<file path="config.mk">
export PLATFORM = sky130hd
export DESIGN_NAME = crono_contador
export DESIGN_NICKNAME = d
export VERILOG_FILES = /design/src/rtl/crono_contador.sv
export SDC_FILE = /design/constraint.sdc
export NUM_CORES = 1
export LEC_CHECK = 0
export ABC_AREA = 1
export BUFFER_PORTS_ARGS = -buffer_cell sky130_fd_sc_hd__buf_4
export CORE_ASPECT_RATIO = 1.75
export CORE_MARGIN = 5
export CORE_UTILIZATION = 30
export DETAILED_ROUTE_END_ITERATION = 8
export PLACE_DENSITY = 0.49
export SETUP_SLACK_MARGIN = 0.02
export SYNTH_ARGS = -nofsm -noshare
export SYNTH_HDL_FRONTEND = slang
export SYNTH_SLANG_ARGS = --single-unit
</file>
<file path="constraint.sdc">
create_clock -name clk -period 2.8 [get_ports clk]
set_clock_uncertainty 0.2 [all_clocks]
set_input_delay 0.42 -clock clk [delete_from_list [all_inputs] [get_ports clk]]
set_output_delay 0.42 -clock clk [all_outputs]
set_load 0.02 [all_outputs]
</file>
<file path="src/rtl/crono_contador.sv">
`default_nettype none
// ============================================================================
// Module   : crono_contador
// Brief    : BCD hh:mm:ss stopwatch with target match and alarm level.
//            Optional ring timeout enabled by macro CRONO_RING_TIMEOUT_EN.
// Revision : 1.0
// ============================================================================
module crono_contador #(
   parameter int TICK_DIV  = 100000000,
   parameter int RING_SECS = 8
) (
   input  logic       clk,
   input  logic       Reset,
   input  logic       CronoActivo,
   input  logic       ProgramarCrono,
   input  logic [7:0] horasSal,
   input  logic [7:0] minutosSal,
   input  logic [7:0] segundosSal,
   output logic [7:0] horas,
   output logic [7:0] minutos,
   output logic [7:0] segundos,
   output logic       tick,
   output logic       FinalizoCrono,
   output logic       Ring,
   output logic [1:0] estado
);

   localparam int c_PRESC_W = (TICK_DIV > 1) ? $clog2(TICK_DIV) : 1;
   localparam logic [c_PRESC_W-1:0] c_PRESC_MAX = c_PRESC_W'(TICK_DIV - 1);

   if (TICK_DIV < 2 || TICK_DIV > 134217728 || RING_SECS < 1 || RING_SECS > 255) begin : g_param_check
      $error("crono_contador: TICK_DIV or RING_SECS out of range");
   end

   typedef enum logic [1:0] {
      S_IDLE  = 2'b00,
      S_RUN   = 2'b01,
      S_PAUSE = 2'b10,
      S_DONE  = 2'b11
   } state_t;

   state_t               r_state;
   state_t               w_state_nxt;
   logic [c_PRESC_W-1:0] r_presc;
   logic [7:0]           r_horas;
   logic [7:0]           r_minutos;
   logic [7:0]           r_segundos;
   logic                 r_fin;

   logic                 w_presc_wrap;
   logic                 w_presc_run;
   logic                 w_tick;
   logic                 w_match;
   logic                 w_ring_done;
   logic                 w_seg_wrap;
   logic                 w_min_wrap;
   logic [7:0]           w_seg_nxt;
   logic [7:0]           w_min_nxt;
   logic [7:0]           w_hor_nxt;
   logic                 w_tgt_valid;
   logic                 w_tgt_zero;

   function automatic logic [7:0] bcd_step(input logic [7:0] v, input logic wrap);
      if (wrap)
         return 8'h00;
      if (v[3:0] >= 4'd9)
         return {v[7:4] + 4'd1, 4'h0};
      return {v[7:4], v[3:0] + 4'd1};
   endfunction

   function automatic logic bcd_ok(input logic [7:0] v);
      return (v[7:4] <= 4'd9) && (v[3:0] <= 4'd9);
   endfunction

   // Next count value, with cascaded carries seconds -> minutes -> hours.
   always_comb begin
      w_seg_wrap = (r_segundos == 8'h59);
      w_min_wrap = (r_minutos == 8'h59);
      w_seg_nxt  = bcd_step(r_segundos, w_seg_wrap);
      w_min_nxt  = w_seg_wrap ? bcd_step(r_minutos, w_min_wrap) : r_minutos;
      w_hor_nxt  = (w_seg_wrap && w_min_wrap) ? bcd_step(r_horas, r_horas == 8'h23) : r_horas;
   end

   assign w_presc_wrap = (r_presc == c_PRESC_MAX);
   assign w_tick       = (r_state == S_RUN) && w_presc_wrap;
   assign w_tgt_valid  = bcd_ok(horasSal) && bcd_ok(minutosSal) && bcd_ok(segundosSal);
   assign w_tgt_zero   = ({horasSal, minutosSal, segundosSal} == 24'h000000);
   assign w_match      = w_tick && w_tgt_valid && !w_tgt_zero &&
                         ({w_hor_nxt, w_min_nxt, w_seg_nxt} == {horasSal, minutosSal, segundosSal});

`ifdef CRONO_RING_TIMEOUT_EN
   localparam logic [7:0] c_RING_LAST = 8'(RING_SECS - 1);
   logic [7:0] r_ring_cnt;

   always_ff @(posedge clk) begin
      if (Reset || ProgramarCrono || (r_state != S_DONE))
         r_ring_cnt <= 8'd0;
      else if (w_presc_wrap)
         r_ring_cnt <= r_ring_cnt + 8'd1;
   end

   assign w_ring_done = (r_state == S_DONE) && w_presc_wrap && (r_ring_cnt == c_RING_LAST);
   assign w_presc_run = (r_state == S_RUN) || (r_state == S_DONE);
`else
   assign w_ring_done = 1'b0;
   assign w_presc_run = (r_state == S_RUN);
`endif

   always_comb begin
      w_state_nxt = r_state;
      Ring        = 1'b0;
      case (r_state)
         S_IDLE:  if (CronoActivo) w_state_nxt = S_RUN;
         S_RUN: begin
            // A match wins over a simultaneous pause request.
            if (w_match)
               w_state_nxt = S_DONE;
            else if (!CronoActivo)
               w_state_nxt = S_PAUSE;
         end
         S_PAUSE: if (CronoActivo) w_state_nxt = S_RUN;
         S_DONE: begin
            Ring = 1'b1;
            if (w_ring_done)
               w_state_nxt = S_IDLE;
         end
         default: w_state_nxt = S_IDLE;
      endcase
      if (ProgramarCrono)
         w_state_nxt = S_IDLE;
   end

   always_ff @(posedge clk) begin
      if (Reset) begin
         r_state    <= S_IDLE;
         r_presc    <= '0;
         r_horas    <= 8'h00;
         r_minutos  <= 8'h00;
         r_segundos <= 8'h00;
         r_fin      <= 1'b0;
      end else begin
         r_state <= w_state_nxt;
         r_fin   <= w_match && !ProgramarCrono;
         if (ProgramarCrono) begin
            r_presc    <= '0;
            r_horas    <= 8'h00;
            r_minutos  <= 8'h00;
            r_segundos <= 8'h00;
         end else begin
            if (w_presc_run)
               r_presc <= w_presc_wrap ? '0 : r_presc + c_PRESC_W'(1);
            if (w_tick) begin
               r_horas    <= w_hor_nxt;
               r_minutos  <= w_min_nxt;
               r_segundos <= w_seg_nxt;
            end
         end
      end
   end

   assign horas         = r_horas;
   assign minutos       = r_minutos;
   assign segundos      = r_segundos;
   assign tick          = w_tick;
   assign FinalizoCrono = r_fin;
   assign estado        = r_state;

endmodule
`default_nettype wire

</file>
==> impl_metrics.yaml <==
outcome:
  status: "finished, final reports clean"
clock_tree:
  cts_tree: "done"
  postCtsHoldBufs: 0
  cts_max_path_buffers: 2
  htree_levels: 2
  worstSkewPairLatency_ps: 300
  cts.sink_count: 54
  cts_root_buf: "clkbuf_16"
  cts_resized: 0
  cts_setup_buffers: 0
  clk_pin_slew_ps: 80
  cts_buffers: 5
sta:
  post-route-min-period_ps: 2490
  finalSetupViolCount: 0
  rsz0062_at_grt: "false"
  tns_ps: 0
  tightest_slew_ps: 464
  slew_headroom_pct: 68.8
  clock.fmax_mhz: 402
  hold_viol_final: 0
  finalMaxSlewViolations: 0
  period_share_pct: 88.8
cells_and_area:
  fill_cells: 1373
  layout_common_cells: "155 x nand2_1, 85 x inv_1, 80 x nor2_1, 61 x buf_4, 56 x nand3_1"
  final_area_um2: 4490
  nNetsFinal: 689
  mostFrequentLayoutCell: "nand2_1"
  areaGrowthSynthToFinish_pct: 21.6
  antenna_cells: 0
  layout-drive-gt1-share_pct: 14.4
floorplan:
  io_pins: 57
  start_util_pct: 30.6
  die_h_um: 157
  core_area_um2: 12100
  die_area_um2: 14700
  die_x_um: 93.9
  core.rowCount: 53
logic_synthesis:
  synth_area_leaders: "dfxtp_1 29%, nand2_1 16%, inv_1 8.6%, nor2_1 8.1%, nand3_1 7.6%"
  synth.avg_cell_area_um2: 6.31
  synth-edff-count: 0
  synth_top_area_cell: "dfxtp_1"
  synthCells: 585
  yosys_warnings: 0
  synth_top_area_share_pct: 29.3
  async_reset_ff_share_pct: 0
  syn-num-nets: 629
  syn_area_um2: 3690
  netlist-cell-type-count: 35
  synthFlopType: "dfxtp_1"
  synth_sequential_area_ratio_pct: 29.3
  ys_seq_elements: 54
route:
  wl_um: 10900
  vias: 3824
  wl_per_cell_um: 13.5
  vias_per_cell: 4.72
  drtIter0Drc: 157
  drc: 0
  dr.pass1.iters: 4
  antenna_left: 0
power_and_ir_drop:
  p_leak_nw: 2.04
  power_frac_comb_pct: 7.5
  peakVddDrop_v: 0.000227
  power_density_nw_per_um2: 349
  netSwitchingFraction_pct: 24.5
  p_sw_uw: 384
  p_seq_share_pct: 49.2
  p_int_mw: 1.18
  p_clk_share_pct: 43.3
setup_path:
  required_ps: 2850
  worstPathMaxFanout: 6
  path_class: "flip-flop to flip-flop"
  endpoint_kind: "flip-flop"
  cp-start-kind: "flip-flop"
  worst_ep_arrival_time_ps: 2540
placed_design:
  port_buffers: 56
  gp_congestion: 0.860
  dpl_cell_area_um2: 4330
  dp_hpwl_um: 8740
global_routing:
  gr-usage-met2_pct: 30.6
  grt_pass1_vias: 3899
  antenna_found_initial: 0
  use_met1_pct: 16.1
  use_met3_pct: 2.16
  grt_max_degree: 34
  grt-ovfl-total: 0
  gr-usage-all-layers_pct: 15.6
  grt_pass1_wl_um: 18300
  busiest_layer: "met2"
flow_run:
  cap_violations: 0
worst_hold_path:
  min_path_type: "input pin to flip-flop"
## worst paths after layout
kind	to	startpoint	cells after the start	slack [ps]
worst max-delay path	estado[0]	minutos[0]	15	310
worst max register to register	estado[0]	minutos[0]	15	310
worst min-delay path	estado[0]	Reset	4	190
worst min register to register	r_presc[16]	r_presc[16]	2	250
## per-stage QoR
stage / hold slack, ps / power, mW / std cells / util (%) / setup WS (ps)
4_1_cts: 194 / 1.60 / 811 / 37.2 / 277
3_3_place_gp: 239 / 0.908 / 803 / 35.9 / 276
3_5_place_dp: 239 / 0.908 / 803 / 35.9 / 304
2_1_floorplan: 224 / 0.843 / 585 / - / 530
5_1_grt: 210 / 1.64 / 811 / 37.2 / 31.8
6_report: 194 / 1.57 / 811 / 37.2 / 313
## layout make-up
cell class	count	area, um^2	area share [%]
Clock buffer	6	139	3.09
Tap cell	165	206	4.60
Sequential cell	54	1080	24.1
Multi-Input combinational cell	434	2240	49.8
Clock inverter	2	17.5	0.390
Timing Repair Buffer	62	478	10.6
Inverter	88	330	7.36
## worst max-delay path, stage by stage, from the launching register on
cell and delay, ps:
dfxtp_1 440, inv_1 140, ha_1 230, a21oi_1 340
nand2_4 120, nand2_1 110, nand3_1 100, nand2_1 70
nand3_1 100, nor2_1 100, nand2_1 70, nor2_1 120
nand3_2 120, nand3_1 80, nand2_1 50, inv_1 50
## power by group through the flow
| stage | Clock [mW] | Sequential [mW] | Combinational [mW] |
|---|---|---|---|
| 6_report | 0.679 | 0.770 | 0.118 |
| 5_1_grt | 0.735 | 0.770 | 0.132 |
| 3_3_place_gp | 0 | 0.788 | 0.120 |
| 4_1_cts | 0.715 | 0.770 | 0.120 |
| 2_1_floorplan | 0 | 0.789 | 0.0540 |
| 3_5_place_dp | 0 | 0.788 | 0.120 |
## sequential cells by signal (all words and copies together) (netlist names)
register and count:
FinalizoCrono 1, estado 2, horas 8, minutos 8, r_presc 27, segundos 8
## routing by layer
| layer | share of wire, % | wire [um] |
|---|---|---|
| met1 | 38 | 4190 |
| met2 | 57 | 6180 |
| met3 | 3.0 | 324 |
| met4 | 2.2 | 238 |
| met5 | 0 | 0 |
## cells by family after synthesis
logic type,synth area share [%]
flip-flops,29.3
AND/OR/NAND/NOR,41.9
buffers and inverters,10.1
XOR/XNOR,4.03
AO/OA/AOI/OAI,9.25
adder cells (fa/ha/maj),5.42
## synth_stat cells (4+ instances only)
cell type,number
nor3_1,11
inv_1,85
nand3_1,56
nand2_1,155
xnor2_1,6
o21ai_0,10
nor2_1,80
nand4_1,16
xor2_1,11
a21oi_1,17
nand2_2,5
ha_1,16
nor2_4,4
dfxtp_1,54
clkbuf_1,4
o22ai_1,23
Note: power is estimated with default switching activity, not from simulation.
